**src/rtl/tcm_port_arb_if.sv**
```systemverilog
// -----------------------------------------------------------------------------
// tcm_port_arb_if
// One requester port of the TCM arbiter. The same bundle is used for the CPU
// data port and the external AXI-to-TCM path.
//
//   rd       requester -> arbiter  read request
//   wr[4]    requester -> arbiter  byte write strobes (nonzero = write)
//   addr[32] requester -> arbiter  byte address
//   data_wr  requester -> arbiter  write data
//   accept   arbiter -> requester  request granted this cycle (combinational)
//   ack      arbiter -> requester  access complete (registered, one cycle later)
//   data_rd  arbiter -> requester  read data, valid with ack
//
// modport master : requester side
// modport slave  : arbiter side
// -----------------------------------------------------------------------------
interface tcm_port_arb_if;
    logic        rd;
    logic [3:0]  wr;
    logic [31:0] addr;
    logic [31:0] data_wr;
    logic        accept;
    logic        ack;
    logic [31:0] data_rd;

    modport master (
        output rd, wr, addr, data_wr,
        input  accept, ack, data_rd
    );

    modport slave (
        input  rd, wr, addr, data_wr,
        output accept, ack, data_rd
    );
endinterface

```
**src/rtl/tcm_port_arb.sv**
```systemverilog
// -----------------------------------------------------------------------------
// tcm_port_arb
// Shares the single-ported TCM RAM between the CPU data port (requester 0) and
// the external AXI-to-TCM path (requester 1). At most one access is granted per
// cycle; the acknowledge and read data come back one cycle later. A saturating
// counter of CPU cycles lost to contention is exported for telemetry.
//
// Parameters
//   RAM_AW        RAM word-address width (depth = 2^RAM_AW words of 32 bits)
//   STARVE_LIMIT  consecutive denied EXT cycles before EXT is forced (1..255)
//
// Ports
//   clk_i, rst_i        clock, synchronous active-high reset
//   cpu, ext            requester ports (tcm_port_arb_if.slave)
//   ram_en_o            RAM enable
//   ram_wr_o[4]         RAM byte write enables
//   ram_addr_o[RAM_AW]  RAM word address
//   ram_data_o[32]      RAM write data
//   ram_data_i[32]      RAM read data, one cycle after ram_en_o
//   cpu_stall_cnt_o[32] saturating count of cycles the CPU was denied
//
// Build option
//   TCM_ARB_STARVE_GUARD_EN  when defined, a starvation counter forces an EXT
//                            win after STARVE_LIMIT denied cycles. Otherwise
//                            arbitration is strict CPU priority.
// -----------------------------------------------------------------------------
module tcm_port_arb #(
    parameter int RAM_AW       = 14,
    parameter int STARVE_LIMIT = 8
) (
    input  logic              clk_i,
    input  logic              rst_i,
    tcm_port_arb_if.slave     cpu,
    tcm_port_arb_if.slave     ext,
    output logic              ram_en_o,
    output logic [3:0]        ram_wr_o,
    output logic [RAM_AW-1:0] ram_addr_o,
    output logic [31:0]       ram_data_o,
    input  logic [31:0]       ram_data_i,
    output logic [31:0]       cpu_stall_cnt_o
);

    // Owner of the access sitting in the response register.
    typedef enum logic {
        OWN_CPU = 1'b0,
        OWN_EXT = 1'b1
    } owner_e;

    typedef struct packed {
        logic   vld;
        owner_e own;
    } rsp_t;

    // -------------------------------------------------------------------------
    // Request decode and grant
    // -------------------------------------------------------------------------
    logic cpu_act;
    logic ext_act;
    logic force_ext;
    logic cpu_win;
    logic ext_win;

    assign cpu_act = cpu.rd | (|cpu.wr);
    assign ext_act = ext.rd | (|ext.wr);

    // Grants are suppressed while reset is held so nothing reaches the RAM.
    always_comb begin
        ext_win = 1'b0;
        cpu_win = 1'b0;
        if (!rst_i) begin
            ext_win = ext_act & (~cpu_act | force_ext);
            cpu_win = cpu_act & ~ext_win;
        end
    end

    assign cpu.accept = cpu_win;
    assign ext.accept = ext_win;

    // -------------------------------------------------------------------------
    // RAM drive for the winner. A write strobe overrides a simultaneous rd,
    // which falls out naturally since the strobes are passed straight through.
    // -------------------------------------------------------------------------
    always_comb begin
        ram_en_o   = 1'b0;
        ram_wr_o   = 4'h0;
        ram_addr_o = '0;
        ram_data_o = 32'h0;
        if (cpu_win) begin
            ram_en_o   = 1'b1;
            ram_wr_o   = cpu.wr;
            ram_addr_o = cpu.addr[RAM_AW+1:2];
            ram_data_o = cpu.data_wr;
        end else if (ext_win) begin
            ram_en_o   = 1'b1;
            ram_wr_o   = ext.wr;
            ram_addr_o = ext.addr[RAM_AW+1:2];
            ram_data_o = ext.data_wr;
        end
    end

    // Upper address bits alias; byte offset is implied by the strobes.
    logic unused_addr_bits;
    assign unused_addr_bits = ^{cpu.addr[31:RAM_AW+2], cpu.addr[1:0],
                                ext.addr[31:RAM_AW+2], ext.addr[1:0]};

    // -------------------------------------------------------------------------
    // Response register and read-data return
    // -------------------------------------------------------------------------
    rsp_t        rsp_q, rsp_d;
    logic [31:0] cpu_rdata_q, cpu_rdata_d;
    logic [31:0] ext_rdata_q, ext_rdata_d;
    logic        cpu_ack;
    logic        ext_ack;

    always_comb begin
        rsp_d.vld = cpu_win | ext_win;
        rsp_d.own = ext_win ? OWN_EXT : OWN_CPU;
    end

    // Ack is masked during reset so an access accepted just before reset is
    // dropped rather than acknowledged in the reset cycle.
    assign cpu_ack = rsp_q.vld & (rsp_q.own == OWN_CPU) & ~rst_i;
    assign ext_ack = rsp_q.vld & (rsp_q.own == OWN_EXT) & ~rst_i;

    // RAM read data flows straight through on the ack cycle; the non-owner
    // keeps showing whatever it was last given.
    assign cpu_rdata_d = cpu_ack ? ram_data_i : cpu_rdata_q;
    assign ext_rdata_d = ext_ack ? ram_data_i : ext_rdata_q;

    assign cpu.ack     = cpu_ack;
    assign ext.ack     = ext_ack;
    assign cpu.data_rd = cpu_rdata_d;
    assign ext.data_rd = ext_rdata_d;

    // -------------------------------------------------------------------------
    // CPU contention counter (saturating)
    // -------------------------------------------------------------------------
    logic [31:0] stall_cnt_q, stall_cnt_d;

    always_comb begin
        stall_cnt_d = stall_cnt_q;
        if (cpu_act && !cpu_win && (stall_cnt_q != 32'hFFFF_FFFF))
            stall_cnt_d = stall_cnt_q + 32'd1;
    end

    assign cpu_stall_cnt_o = stall_cnt_q;

    always_ff @(posedge clk_i) begin
        if (rst_i) begin
            rsp_q       <= '{vld: 1'b0, own: OWN_CPU};
            cpu_rdata_q <= 32'h0;
            ext_rdata_q <= 32'h0;
            stall_cnt_q <= 32'h0;
        end else begin
            rsp_q       <= rsp_d;
            cpu_rdata_q <= cpu_rdata_d;
            ext_rdata_q <= ext_rdata_d;
            stall_cnt_q <= stall_cnt_d;
        end
    end

    // -------------------------------------------------------------------------
    // EXT starvation guard
    // -------------------------------------------------------------------------
`ifdef TCM_ARB_STARVE_GUARD_EN
    localparam logic [7:0] STARVE_LAST = 8'(STARVE_LIMIT - 1);

    logic [7:0] starve_cnt_q, starve_cnt_d;
    logic       force_ext_q, force_ext_d;

    // force_ext is armed on the denied cycle where the count hits LIMIT-1, so
    // under continuous contention EXT wins in cycle LIMIT of its wait.
    always_comb begin
        starve_cnt_d = starve_cnt_q;
        force_ext_d  = force_ext_q;
        if (ext_win) begin
            starve_cnt_d = 8'h0;
            force_ext_d  = 1'b0;
        end else if (ext_act) begin
            if (starve_cnt_q != 8'hFF)
                starve_cnt_d = starve_cnt_q + 8'd1;
            if (starve_cnt_q == STARVE_LAST)
                force_ext_d = 1'b1;
        end
    end

    always_ff @(posedge clk_i) begin
        if (rst_i) begin
            starve_cnt_q <= 8'h0;
            force_ext_q  <= 1'b0;
        end else begin
            starve_cnt_q <= starve_cnt_d;
            force_ext_q  <= force_ext_d;
        end
    end

    assign force_ext = force_ext_q;
`else
    logic unused_starve_limit;
    assign unused_starve_limit = ^8'(STARVE_LIMIT);
    assign force_ext = 1'b0;
`endif

endmodule

```
**src/flat_wrapper.sv**
```systemverilog
// flat-port wrapper written by rule: the top's interface ports become plain ports
module tcm_port_arb_flat 
#(
    parameter int RAM_AW       = 14,
    parameter int STARVE_LIMIT = 8
)
  (clk_i, rst_i, ram_en_o, ram_wr_o, ram_addr_o, ram_data_o, ram_data_i, cpu_stall_cnt_o, cpu_rd, cpu_wr, cpu_addr, cpu_data_wr, cpu_accept, cpu_ack, cpu_data_rd, ext_rd, ext_wr, ext_addr, ext_data_wr, ext_accept, ext_ack, ext_data_rd);
  tcm_port_arb_if cpu_i ();
  tcm_port_arb_if ext_i ();
  input  logic clk_i;
  input  logic rst_i;
  output logic ram_en_o;
  output logic [3:0] ram_wr_o;
  output logic [RAM_AW-1:0] ram_addr_o;
  output logic [31:0] ram_data_o;
  input  logic [31:0] ram_data_i;
  output logic [31:0] cpu_stall_cnt_o;
  input wire logic [$bits(cpu_i.rd)-1:0] cpu_rd;
  input wire logic [$bits(cpu_i.wr)-1:0] cpu_wr;
  input wire logic [$bits(cpu_i.addr)-1:0] cpu_addr;
  input wire logic [$bits(cpu_i.data_wr)-1:0] cpu_data_wr;
  output wire logic [$bits(cpu_i.accept)-1:0] cpu_accept;
  output wire logic [$bits(cpu_i.ack)-1:0] cpu_ack;
  output wire logic [$bits(cpu_i.data_rd)-1:0] cpu_data_rd;
  input wire logic [$bits(ext_i.rd)-1:0] ext_rd;
  input wire logic [$bits(ext_i.wr)-1:0] ext_wr;
  input wire logic [$bits(ext_i.addr)-1:0] ext_addr;
  input wire logic [$bits(ext_i.data_wr)-1:0] ext_data_wr;
  output wire logic [$bits(ext_i.accept)-1:0] ext_accept;
  output wire logic [$bits(ext_i.ack)-1:0] ext_ack;
  output wire logic [$bits(ext_i.data_rd)-1:0] ext_data_rd;
  assign cpu_i.rd = cpu_rd;
  assign cpu_i.wr = cpu_wr;
  assign cpu_i.addr = cpu_addr;
  assign cpu_i.data_wr = cpu_data_wr;
  assign cpu_accept = cpu_i.accept;
  assign cpu_ack = cpu_i.ack;
  assign cpu_data_rd = cpu_i.data_rd;
  assign ext_i.rd = ext_rd;
  assign ext_i.wr = ext_wr;
  assign ext_i.addr = ext_addr;
  assign ext_i.data_wr = ext_data_wr;
  assign ext_accept = ext_i.accept;
  assign ext_ack = ext_i.ack;
  assign ext_data_rd = ext_i.data_rd;
  tcm_port_arb #(.RAM_AW(RAM_AW), .STARVE_LIMIT(STARVE_LIMIT)) u_core (.clk_i(clk_i), .rst_i(rst_i), .cpu(cpu_i), .ext(ext_i), .ram_en_o(ram_en_o), .ram_wr_o(ram_wr_o), .ram_addr_o(ram_addr_o), .ram_data_o(ram_data_o), .ram_data_i(ram_data_i), .cpu_stall_cnt_o(cpu_stall_cnt_o));
endmodule
```
**config.mk**
```make
export PLATFORM = sky130hd
export DESIGN_NAME = tcm_port_arb_flat
export DESIGN_NICKNAME = d
export VERILOG_FILES = /design/src/rtl/tcm_port_arb_if.sv /design/src/rtl/tcm_port_arb.sv /design/src/flat_wrapper.sv
export SDC_FILE = /design/constraint.sdc
export NUM_CORES = 1
export LEC_CHECK = 0
export ABC_AREA = 1
export CORE_AREA = 2 2 124 126
export CTS_CLUSTER_DIAMETER = 30
export DETAILED_ROUTE_END_ITERATION = 8
export DIE_AREA = 0 0 126 128
export PLACE_DENSITY = 0.73
export SLEW_MARGIN = 15
export SYNTH_ARGS = -nofsm -noshare
export SYNTH_HDL_FRONTEND = slang
export SYNTH_SLANG_ARGS = --single-unit
```
**constraint.sdc**
```tcl
create_clock -name clk_i -period 1.9 [get_ports clk_i]
set_input_delay 0.475 -clock clk_i [delete_from_list [all_inputs] [get_ports clk_i]]
set_output_delay 0.475 -clock clk_i [all_outputs]
set_load 0.02 [all_outputs]
```
==> results of run 1 <==
[cells by family (layout without fill, tap and decap cells)]
group	after synthesis	count (layout)	share of synthesized area (%)
buffers and inverters	215	607	19.9
and+or+nand+nor	323	323	29.6
AOI/OAI and AO/OA	67	67	7.38
DFF	98	98	43.2
[layout make-up]
class / instances / area share (%)
Tap cell: 188 / 2.31
Sequential cell: 98 / 19.3
Clock buffer: 10 / 2.35
Clock inverter: 6 / 0.824
Timing Repair Buffer: 421 / 43.6
Multi-Input combinational cell: 390 / 25.3
Inverter: 170 / 6.35
[metrics by stage]
step	instance area [um2]	power (uW)	cells	hold slack (ns)
finish	10200	5660	1283	0.421
global route	10200	5890	1283	0.441
CTS	9400	5540	1249	0.424
detailed placement	7960	3390	1202	0.411
global placement	7960	3390	1202	0.409
floorplan	4540	2650	703	0.500
[per-layer routing]
metal	wire (um)	vias to the layer above	global-route usage, %
met5	0	-	0
met4	971	0	11.8
met3	1350	66	5.97
met2	11400	246	41.0
met1	7430	2756	22.7
li1	-	2878	-
[flip-flops by register name, indices dropped and copies added, names as in the netlist]
name / cells
u_core.cpu_rdata_q: 32
u_core.cpu_stall_cnt_o: 32
u_core.ext_rdata_q: 32
u_core.rsp_q: 2
[timing repair]
item	CTS	global route
pin swaps	47	49
setup endpoints to repair	119	118
setup buffers	17	29
gates resized for setup	734	247
cloned	16	11
hold buffers	0	0
[Yosys cell counts]
master / number / area share, %
sky130_fd_sc_hd__nand2_1: 168 / 14
sky130_fd_sc_hd__buf_1: 1 / 0.083
sky130_fd_sc_hd__o21ai_0: 2 / 0.22
sky130_fd_sc_hd__o21ai_1: 64 / 7.1
sky130_fd_sc_hd__inv_2: 2 / 0.17
sky130_fd_sc_hd__nor2_2: 2 / 0.28
sky130_fd_sc_hd__nand4_1: 49 / 6.7
sky130_fd_sc_hd__dfxtp_1: 98 / 43
sky130_fd_sc_hd__a21oi_1: 1 / 0.11
sky130_fd_sc_hd__buf_4: 6 / 0.99
sky130_fd_sc_hd__inv_1: 168 / 14
sky130_fd_sc_hd__nand3_1: 2 / 0.22
sky130_fd_sc_hd__buf_2: 11 / 1.2
sky130_fd_sc_hd__buf_6: 8 / 2.0
sky130_fd_sc_hd__nor2_1: 102 / 8.4
sky130_fd_sc_hd__clkbuf_1: 19 / 1.6
[path summary, 6_finish.rpt]
check        cells past startpoint                                    start                                 endpoint  slack [ns]
max                              9               u_core.rsp_q[1]$_SDFF_PP0_                          cpu_data_rd[11]       -0.26
min                              2  u_core.cpu_stall_cnt_o[10]$_SDFFE_PP0P_  u_core.cpu_stall_cnt_o[10]$_SDFFE_PP0P_        0.42
max reg2reg                     10               u_core.rsp_q[1]$_SDFF_PP0_        u_core.cpu_rdata_q[14]$_SDFF_PP0_        0.38
min reg2reg                      2  u_core.cpu_stall_cnt_o[10]$_SDFFE_PP0P_  u_core.cpu_stall_cnt_o[10]$_SDFFE_PP0P_        0.42
[tightest hold or removal path, stage by stage (launching register included)]
cell	delay [ns]
sky130_fd_sc_hd__dfxtp_1	0.31
sky130_fd_sc_hd__inv_1	0.05
sky130_fd_sc_hd__nor2_1	0.03
[power by group through the flow]
stage	Combinational, uW	Clock, uW	Sequential, uW
global route	1710	2060	2120
global placement	1220	0	2160
CTS	1450	1980	2120
detailed placement	1230	0	2170
floorplan	487	0	2160
finish	1620	1930	2120
==> load_flow_metrics.sql, run 1 <==
INSERT INTO impl_metrics (metric_group, metric, value, unit) VALUES
('outcome', 'outcome', 'complete, but fails checks', ''),
('outcome', 'violations', 'setup timing', ''),
('global_routing', 'grt_use_total', '22.1', '%'),
('power_and_ir_drop', 'power_leakage', '0.00516', 'uW'),
('finish', 'num-nets-final', '1262', ''),
('worst_setup_path', 'timing.critical_path.cells', 'inv_2 -> nor2_4 -> nand2_4 -> buf_4 -> clkbuf_16 -> nand2_1 -> o21ai_2 -> inv_2 -> buf_2', ''),
('worst_setup_path', 'worst-setup-path-type', 'reg2out', ''),
('worst_setup_path', 'critical_path.endpoint_type', 'primary output', ''),
('logic_synthesis', 'synth_fp_nets', '875', ''),
('power_and_ir_drop', 'p_seq_share', '37.4', '%'),
('timing', 'setup_ws_post_layout', '-0.257', 'ns'),
('logic_synthesis', 'yosysSeqAreaShare', '43.2', '%'),
('power_and_ir_drop', 'power.share.switching', '29.0', '%'),
('global_routing', 'global_route.overflow_total', '0', ''),
('finish', 'fill_cells', '1147', ''),
('power_and_ir_drop', 'comb_power_share', '28.6', '%'),
('timing', 'rsz0062_at_grt', 'yes', ''),
('timing', 'number_of_setup_violations_in_the_final_report', '117', ''),
('cts', 'htree_levels', '3', ''),
('detailed_routing', 'antenna_left', '0', ''),
('power_and_ir_drop', 'p_int', '4020', 'uW'),
('finish', 'layout.area.seq', '1960', 'um2'),
('finish', 'layout.cells.most_common_list', '156 x sky130_fd_sc_hd__clkdlybuf4s50_1, 154 x sky130_fd_sc_hd__inv_1, 99 x sky130_fd_sc_hd__buf_6', ''),
('floorplanning', 'die_area', '16100', 'um2'),
('power_and_ir_drop', 'power_frac_clock', '34.0', '%'),
('floorplanning', 'placementRows', '45', ''),
('finish', 'mostFrequentLayoutCell', 'sky130_fd_sc_hd__clkdlybuf4s50_1', ''),
('timing', 'timing_worst_slew_pin_value', '0.523', 'ns'),
('worst_setup_path', 'critPathArrivalTime', '1.68', 'ns'),
('worst_setup_path', 'cp_slowest_stage_delay', '0.32', 'ns'),
('cts', 'numClockSinks', '98', ''),
('cts', 'clock_insertion_delay_worst_skew', '0.34', 'ns'),
('timing', 'finalMaxSlewViolations', '0', ''),
('worst_setup_path', 'path_buf_inv', '5', ''),
('floorplanning', 'fp.dieH', '128', 'um'),
('timing', 'max-slew-margin-rel', '65.1', '%'),
('hold_path', 'hp-class', 'reg2reg', ''),
('global_routing', 'first_global_vias', '5649', ''),
('worst_setup_path', 'worst_path_dominant_cell_family', 'buffers and inverters', ''),
('worst_setup_path', 'critPathMostFrequentCell', 'sky130_fd_sc_hd__inv_2', ''),
('finish', 'multi_input_comb_area', '2570', 'um2'),
('timing', 'hold_viol_final', '0', ''),
('cts', 'buffer_depth_of_the_longest_clock_path', '2', ''),
('worst_setup_path', 'critical_path_required', '1.42', 'ns'),
('global_routing', 'antenna_found_initial', '0', ''),
('logic_synthesis', 'synthesized_instance_count', '703', ''),
('worst_setup_path', 'setup.worst_path.start_class', 'register', ''),
('cts', 'clockRootBuffer', 'sky130_fd_sc_hd__clkbuf_16', ''),
('global_routing', 'grt_start_max_net_pins', '69', ''),
('finish', 'drive_gt1_share', '42.6', '%'),
('placed_design', 'final_weighted_congestion_in_routability_driven_placement', '0.834', ''),
('placed_design', 'detailedPlace.worstSlack', '-1.01', 'ns'),
('placed_design', 'place.port_buffers', '286', ''),
('global_routing', 'grt_first_pass_wirelength', '28300', 'um'),
('detailed_routing', 'initialDrtViolationCount', '202', ''),
('cts', 'cts_buffers', '9', ''),
('cts', 'clk_pin_slew_worst_paths', '0.07', 'ns'),
('worst_setup_path', 'critPathMaxFanout', '8', ''),
('worst_setup_path', 'worst_path_max_delay_cell', 'sky130_fd_sc_hd__dfxtp_2', ''),
('power_and_ir_drop', 'power.density', '557', 'nW/um2'),
('finish', 'utilization', '68.5', '%'),
('timing', 'clock.fmax', '464', 'MHz'),
('logic_synthesis', 'post_synth.cell_area_avg', '6.46', 'um2'),
('logic_synthesis', 'synth_cell_types', '16', ''),
('detailed_routing', 'drt_first_pass_iters', '4', ''),
('logic_synthesis', 'netlist_area', '4540', 'um2'),
('timing', 'period_needed', '2.16', 'ns'),
('timing', 'timing.setup.tns', '-14.74', 'ns'),
('detailed_routing', 'drc_errors_left', '0', ''),
('finish', 'flow.area_growth_from_synthesis', '124', '%'),
('logic_synthesis', 'ys_seq_elements', '98', '');
Note: power is estimated with default switching activity, not from simulation.
==> run 2, diff against run 1 <==
Settings changed: CAP_MARGIN set to 20, PLACE_DENSITY 0.73 to 0.78.
==> load_flow_metrics.sql, run 2 (synthesis gave the netlist of run 1 again) <==
INSERT INTO impl_metrics (metric_group, metric, value, unit) VALUES
('detailed_routing', 'vias_per_cell', '4.61', ''),
('finish', 'antenna_cells_inserted', '0', ''),
('power_and_ir_drop', 'power_frac_clock', '31.6', '%'),
('cts', 'buffer_depth_of_the_longest_clock_path', '2', ''),
('floorplanning', 'initial_core_util', '30.6', '%'),
('power_and_ir_drop', 'p_seq_share', '38.2', '%'),
('power_and_ir_drop', 'p_total', '5540', 'uW'),
('timing', 'timing.setup.tns', '-13.61', 'ns'),
('cts', 'numClockSinks', '98', ''),
('cts', 'clock_insertion_delay_worst_skew', '0.34', 'ns'),
('timing', 'rsz0062_at_grt', 'yes', ''),
('timing', 'clock.fmax', '474', 'MHz'),
('worst_setup_path', 'critical_path.endpoint_type', 'primary output', ''),
('timing', 'timing_worst_slew_pin_value', '0.546', 'ns'),
('cts', 'htree_levels', '3', ''),
('timing', 'finalMaxSlewViolations', '0', ''),
('cts', 'cts_tree', 'done', ''),
('timing', 'period_needed', '2.11', 'ns'),
('finish', 'flow.area_growth_from_synthesis', '120', '%'),
('global_routing', 'first_global_vias', '5669', ''),
('run', 'drv_cap', '0', ''),
('power_and_ir_drop', 'ir_worst_vdd', '399', 'uV'),
('timing', 'hold_viol_final', '0', ''),
('finish', 'drive_gt1_share', '39.4', '%'),
('detailed_routing', 'drt-wirelength-per-cell', '16.1', 'um'),
('global_routing', 'global_route.overflow_total', '0', ''),
('placed_design', 'detailedPlace.worstSlack', '-0.994', 'ns'),
('floorplanning', 'die_area', '16100', 'um2'),
('detailed_routing', 'initialDrtViolationCount', '269', ''),
('power_and_ir_drop', 'power_leakage', '0.00496', 'uW'),
('worst_setup_path', 'critPathArrivalTime', '1.63', 'ns'),
('detailed_routing', 'drt-total-wl', '20500', 'um'),
('global_routing', 'grt_first_pass_wirelength', '28500', 'um'),
('power_and_ir_drop', 'comb_power_share', '30.1', '%'),
('detailed_routing', 'antenna_left', '0', ''),
('cts', 'clk_pin_slew_worst_paths', '0.07', 'ns'),
('timing', 'final.period_utilization', '111', '%'),
('cts', 'clockRootBuffer', 'sky130_fd_sc_hd__clkbuf_16', ''),
('power_and_ir_drop', 'power.density', '556', 'nW/um2'),
('power_and_ir_drop', 'power.share.switching', '29.7', '%'),
('timing', 'fin_worst_skew', '0.00673', 'ns'),
('finish', 'num-nets-final', '1248', ''),
('floorplanning', 'io_pins', '323', ''),
('placed_design', 'place.port_buffers', '286', ''),
('worst_setup_path', 'worst-setup-path-type', 'in2out', ''),
('cts', 'postCtsHoldBufs', '0', ''),
('worst_setup_path', 'critical_path_required', '1.42', 'ns'),
('hold_path', 'hp-class', 'reg2reg', ''),
('floorplanning', 'placeable_core_region', '14900', 'um2'),
('detailed_routing', 'vias', '5854', ''),
('placed_design', 'dpl.hpwl', '12600', 'um'),
('worst_setup_path', 'critPathMaxFanout', '6', ''),
('detailed_routing', 'drt_first_pass_iters', '4', ''),
('timing', 'number_of_setup_violations_in_the_final_report', '115', ''),
('finish', 'layout.cells.most_common_list', '156 x sky130_fd_sc_hd__clkdlybuf4s50_1, 136 x sky130_fd_sc_hd__inv_1, 118 x sky130_fd_sc_hd__nand2_1', ''),
('floorplanning', 'placementRows', '45', ''),
('power_and_ir_drop', 'p_int', '3900', 'uW'),
('cts', 'cts_buffers', '9', ''),
('outcome', 'outcome', 'complete, but fails checks', ''),
('power_and_ir_drop', 'switchingPower', '1640', 'uW'),
('worst_setup_path', 'setup.worst_path.start_class', 'input port', ''),
('floorplanning', 'fp.dieH', '128', 'um'),
('timing', 'setup_ws_post_layout', '-0.208', 'ns'),
('global_routing', 'grt_start_max_net_pins', '52', ''),
('detailed_routing', 'drc_errors_left', '0', ''),
('floorplanning', 'dieWidth', '126', 'um'),
('placed_design', 'final_weighted_congestion_in_routability_driven_placement', '0.972', ''),
('finish', 'mostFrequentLayoutCell', 'sky130_fd_sc_hd__clkdlybuf4s50_1', ''),
('global_routing', 'grt_use_total', '22.7', '%'),
('global_routing', 'antenna_found_initial', '0', ''),
('timing', 'max-slew-margin-rel', '63.6', '%'),
('outcome', 'violations', 'setup timing', '');
run 2: cell types whose count changed in the layout (fill, tap and decap cells not counted), sizes merged:
| cell | change |
|---|---|
| clkinvlp | +1 |
| bufinv | -1 |
| clkbuf | -3 |
| bufbuf | -1 |
| buf | -10 |
run 2: worst paths after layout:
kind                                           startpoint                                 endpoint  slack, ns  cells past startpoint
setup / recovery                                cpu_wr[1]                           ram_data_o[11]      -0.21                     10
hold / removal    u_core.cpu_stall_cnt_o[21]$_SDFFE_PP0P_  u_core.cpu_stall_cnt_o[21]$_SDFFE_PP0P_       0.42                      2
setup reg to reg               u_core.rsp_q[1]$_SDFF_PP0_        u_core.cpu_rdata_q[11]$_SDFF_PP0_       0.36                     11
hold reg to reg   u_core.cpu_stall_cnt_o[21]$_SDFFE_PP0P_  u_core.cpu_stall_cnt_o[21]$_SDFFE_PP0P_       0.42                      2
run 2: metrics by stage:
| stage | instance area (um2) | utilization, % | instances | hold slack [ns] |
|---|---|---|---|---|
| after floorplan | 4540 | - | 703 | 0.500 |
| after global placement | 8040 | 54.1 | 1202 | 0.409 |
| after detailed placement | 8040 | 54.1 | 1202 | 0.411 |
| after CTS | 9250 | 62.2 | 1253 | 0.423 |
| after global routing | 9970 | 67.1 | 1269 | 0.444 |
| final | 9970 | 67.1 | 1269 | 0.421 |
run 2: area by class of cell:
type / instances / area, um2
well taps: 188 / 235
inverters: 170 / 646
clock inverters: 6 / 56.3
clock buffers: 10 / 229
repair buffers: 407 / 4420
multi-input cells: 390 / 2420
flip-flops and latches: 98 / 1970
fillers: 1169 / 4890
run 2: what timing repair did:
action,CTS,global route
buffers inserted,20,13
gates cloned,15,6
setup endpoints to repair,119,118
gates resized for setup,720,220
pin swaps,38,52
run 2: critical path: stages:
cell                      delay (ns)
sky130_fd_sc_hd__buf_8          0.10
sky130_fd_sc_hd__nor2_4         0.15
sky130_fd_sc_hd__inv_2          0.06
sky130_fd_sc_hd__nor2_4         0.16
sky130_fd_sc_hd__buf_6          0.14
sky130_fd_sc_hd__buf_12         0.12
sky130_fd_sc_hd__buf_6          0.10
sky130_fd_sc_hd__nand4_1        0.08
sky130_fd_sc_hd__nand2_2        0.11
sky130_fd_sc_hd__buf_12         0.12
run 2: power groups by stage:
stage	Clock [uW]	Sequential, uW	Combinational (uW)
floorplan	0	2160	487
global placement	0	2160	1240
detailed placement	0	2170	1250
CTS	1800	2120	1460
global route	1880	2120	1760
finish	1750	2120	1670
run 2: metal layers:
| layer | wire length (um) | track usage [%] |
|---|---|---|
| met1 | 6910 | 21.8 |
| met4 | 1280 | 14.2 |
| met2 | 11000 | 42.8 |
| met3 | 1340 | 6.09 |
| met5 | 0 | 0 |
==> run 3, diff against run 2 <==
Settings changed: CORE_AREA 2 2 124 126 to 2 2 126 128, DIE_AREA 0 0 126 128 to 0 0 128 130, DONT_BUFFER_PORTS set to 1, PLACE_DENSITY 0.78 to 0.48.
==> load_flow_metrics.sql, run 3 (synthesis gave the netlist of run 1 again) <==
INSERT INTO impl_metrics (metric_group, metric, value, unit) VALUES
('cts', 'numClockSinks', '98', ''),
('finish', 'layout.cells.most_common_list', '128 x sky130_fd_sc_hd__nand2_1, 102 x sky130_fd_sc_hd__inv_1, 99 x sky130_fd_sc_hd__nor2_1', ''),
('power_and_ir_drop', 'power.share.switching', '30.1', '%'),
('worst_setup_path', 'worst_path_dominant_cell_family', 'buffers and inverters', ''),
('placed_design', 'final_weighted_congestion_in_routability_driven_placement', '0.844', ''),
('floorplanning', 'placementRows', '46', ''),
('cts', 'clk_pin_slew_worst_paths', '0.07', 'ns'),
('finish', 'antenna_cells_inserted', '0', ''),
('detailed_routing', 'initialDrtViolationCount', '208', ''),
('hold_path', 'whs_path_depth', '1', ''),
('worst_setup_path', 'critPathMaxFanout', '28', ''),
('floorplanning', 'io_pins', '323', ''),
('cts', 'cts_buffers', '9', ''),
('worst_setup_path', 'worst_path_max_delay_cell', 'sky130_fd_sc_hd__dfxtp_2', ''),
('global_routing', 'grt_first_pass_wirelength', '20600', 'um'),
('cts', 'htree_levels', '3', ''),
('finish', 'num-nets-final', '914', ''),
('floorplanning', 'fp.dieH', '130', 'um'),
('floorplanning', 'initial_core_util', '29.5', '%'),
('detailed_routing', 'vias_per_cell', '4.81', ''),
('power_and_ir_drop', 'power_frac_clock', '38.7', '%'),
('power_and_ir_drop', 'comb_power_share', '16.2', '%'),
('finish', 'drive_gt1_share', '35.9', '%'),
('timing', 'final.period_utilization', '101', '%'),
('outcome', 'violations', 'setup timing', ''),
('worst_setup_path', 'reg2reg_from', 'u_core.rsp_q[1]$_SDFF_PP0_', ''),
('finish', 'stdcell_count', '939', ''),
('finish', 'flow.area_growth_from_synthesis', '35.3', '%'),
('finish', 'fin_area', '6150', 'um2'),
('detailed_routing', 'antenna_left', '0', ''),
('placed_design', 'detailedPlace.worstSlack', '-0.0722', 'ns'),
('worst_setup_path', 'critical_path_required', '1.42', 'ns'),
('worst_setup_path', 'worst-setup-path-type', 'reg2out', ''),
('timing', 'number_of_setup_violations_in_the_final_report', '6', ''),
('detailed_routing', 'vias', '4516', ''),
('worst_setup_path', 'timing.critical_path.cells', 'inv_2 -> nor2_4 -> nand2_4 -> buf_12 -> o21ai_1 -> inv_2', ''),
('worst_setup_path', 'r2r_slack', '0.66', 'ns'),
('power_and_ir_drop', 'switchingPower', '1410', 'uW'),
('power_and_ir_drop', 'p_total', '4700', 'uW'),
('hold_path', 'timing.hold.worst.start', 'rst_i', ''),
('floorplanning', 'placeable_core_region', '15400', 'um2'),
('timing', 'finalMaxSlewViolations', '0', ''),
('power_and_ir_drop', 'p_seq_share', '45.1', '%'),
('placed_design', 'dp_cells', '911', ''),
('worst_setup_path', 'setup.worst_path.start_class', 'register', ''),
('timing', 'fin_worst_skew', '0.0111', 'ns'),
('placed_design', 'place.port_buffers', '0', ''),
('cts', 'buffer_depth_of_the_longest_clock_path', '2', ''),
('hold_path', 'hp-class', 'in2reg', ''),
('global_routing', 'global_route.overflow_total', '0', ''),
('timing', 'clock.fmax', '521', 'MHz'),
('finish', 'mostFrequentLayoutCell', 'sky130_fd_sc_hd__nand2_1', ''),
('timing', 'rsz0062_at_grt', 'yes', ''),
('worst_setup_path', 'rr_worst_depth', '7', ''),
('worst_setup_path', 'critPathArrivalTime', '1.45', 'ns'),
('cts', 'clock_insertion_delay_worst_skew', '0.35', 'ns'),
('power_and_ir_drop', 'power.density', '764', 'nW/um2'),
('timing', 'hold_viol_final', '0', ''),
('worst_setup_path', 'cp_slowest_stage_delay', '0.32', 'ns'),
('power_and_ir_drop', 'ir_worst_vdd', '377', 'uV'),
('timing', 'max-slew-margin-rel', '80.3', '%'),
('worst_setup_path', 'path_buf_inv', '3', ''),
('run', 'drv_cap', '0', ''),
('timing', 'period_needed', '1.92', 'ns'),
('detailed_routing', 'drt_first_pass_iters', '4', ''),
('timing', 'setup_ws_post_layout', '-0.0207', 'ns'),
('global_routing', 'grt_use_total', '16.3', '%'),
('placed_design', 'dpl.hpwl', '10600', 'um'),
('finish', 'utilization', '39.9', '%'),
('worst_setup_path', 'critPathMostFrequentCell', 'sky130_fd_sc_hd__inv_2', ''),
('worst_setup_path', 'reg2reg_to', 'u_core.cpu_rdata_q[13]$_SDFF_PP0_', ''),
('global_routing', 'antenna_found_initial', '0', ''),
('floorplanning', 'die_area', '16600', 'um2'),
('global_routing', 'first_global_vias', '3745', ''),
('placed_design', 'placedInstanceArea', '5090', 'um2'),
('cts', 'postCtsHoldBufs', '0', ''),
('cts', 'clockRootBuffer', 'sky130_fd_sc_hd__clkbuf_16', ''),
('power_and_ir_drop', 'p_int', '3280', 'uW'),
('power_and_ir_drop', 'power_leakage', '0.00313', 'uW'),
('detailed_routing', 'drt-wirelength-per-cell', '16.6', 'um'),
('detailed_routing', 'drc_errors_left', '0', ''),
('worst_setup_path', 'critical_path.endpoint_type', 'primary output', ''),
('global_routing', 'grt_start_max_net_pins', '104', ''),
('detailed_routing', 'drt-total-wl', '15500', 'um'),
('floorplanning', 'dieWidth', '128', 'um'),
('timing', 'timing_worst_slew_pin_value', '0.295', 'ns'),
('cts', 'cts_tree', 'done', ''),
('outcome', 'outcome', 'complete, but fails checks', ''),
('hold_path', 'min_delay_worst_endpoint', 'u_core.ext_rdata_q[18]$_SDFF_PP0_', '');
run 3: cell count changes in the layout (fill, tap and decap cells not counted), sizes merged:
cell           delta
buf             -178
clkdlybuf4s50   -156
clkbuf            -2
bufbuf            +1
clkinv            +1
clkinvlp          -1
inv               +1
run 3: layout make-up:
| type | count | area, um2 |
|---|---|---|
| Clock buffer | 9 | 225 |
| Tap cell | 192 | 240 |
| Fill cell | 1613 | 9280 |
| Timing Repair Buffer | 73 | 885 |
| Multi-Input combinational cell | 390 | 2120 |
| Inverter | 170 | 638 |
| Sequential cell | 98 | 1960 |
| Clock inverter | 7 | 78.8 |
run 3: per-layer routing:
layer	up-vias	GRT usage (%)	part of all wire, %
li1	2181	-	-
met1	2095	17.6	37
met2	212	30.5	53
met3	28	4.43	7.0
met4	0	5.75	2.6
met5	-	0	0
run 3: per-stage QoR:
step	TNS, ns	hold slack, ns
2_1_floorplan	0	0.500
3_3_place_gp	-1.78	0.515
3_5_place_dp	-0.473	0.514
6_report	-0.0644	0.200
5_1_grt	-5.62	0.181
4_1_cts	-0.715	0.178
run 3: worst max-delay path by stage:
stage                                     startpoint         endpoint  slack (ns)  cells past startpoint
after floorplan                            ext_wr[3]         ram_en_o       0.007                      5
after global placement                     cpu_wr[1]      ram_wr_o[2]       -0.10                      8
after detailed placement                   cpu_wr[1]   ram_addr_o[12]       -0.07                      8
after CTS                 u_core.rsp_q[1]$_SDFF_PP0_   ext_data_rd[7]       -0.05                      6
after global routing      u_core.rsp_q[1]$_SDFF_PP0_  cpu_data_rd[25]       -0.11                      6
final                     u_core.rsp_q[1]$_SDFF_PP0_   ext_data_rd[1]       -0.02                      6
run 3: power groups by stage:
| stage | registers (uW) | clock network [uW] | logic (uW) |
|---|---|---|---|
| after CTS | 2120 | 1910 | 703 |
| after global placement | 2160 | 0 | 612 |
| final | 2120 | 1820 | 763 |
| after detailed placement | 2170 | 0 | 621 |
| after floorplan | 2160 | 0 | 487 |
| after global routing | 2120 | 2000 | 818 |
run 3: repair_timing:
item / CTS / global route
cloned: 3 / 9
setup endpoints to repair: 92 / 115
gates resized for setup: 137 / 66
pin swaps: 2 / 9
buffers inserted: 3 / 0
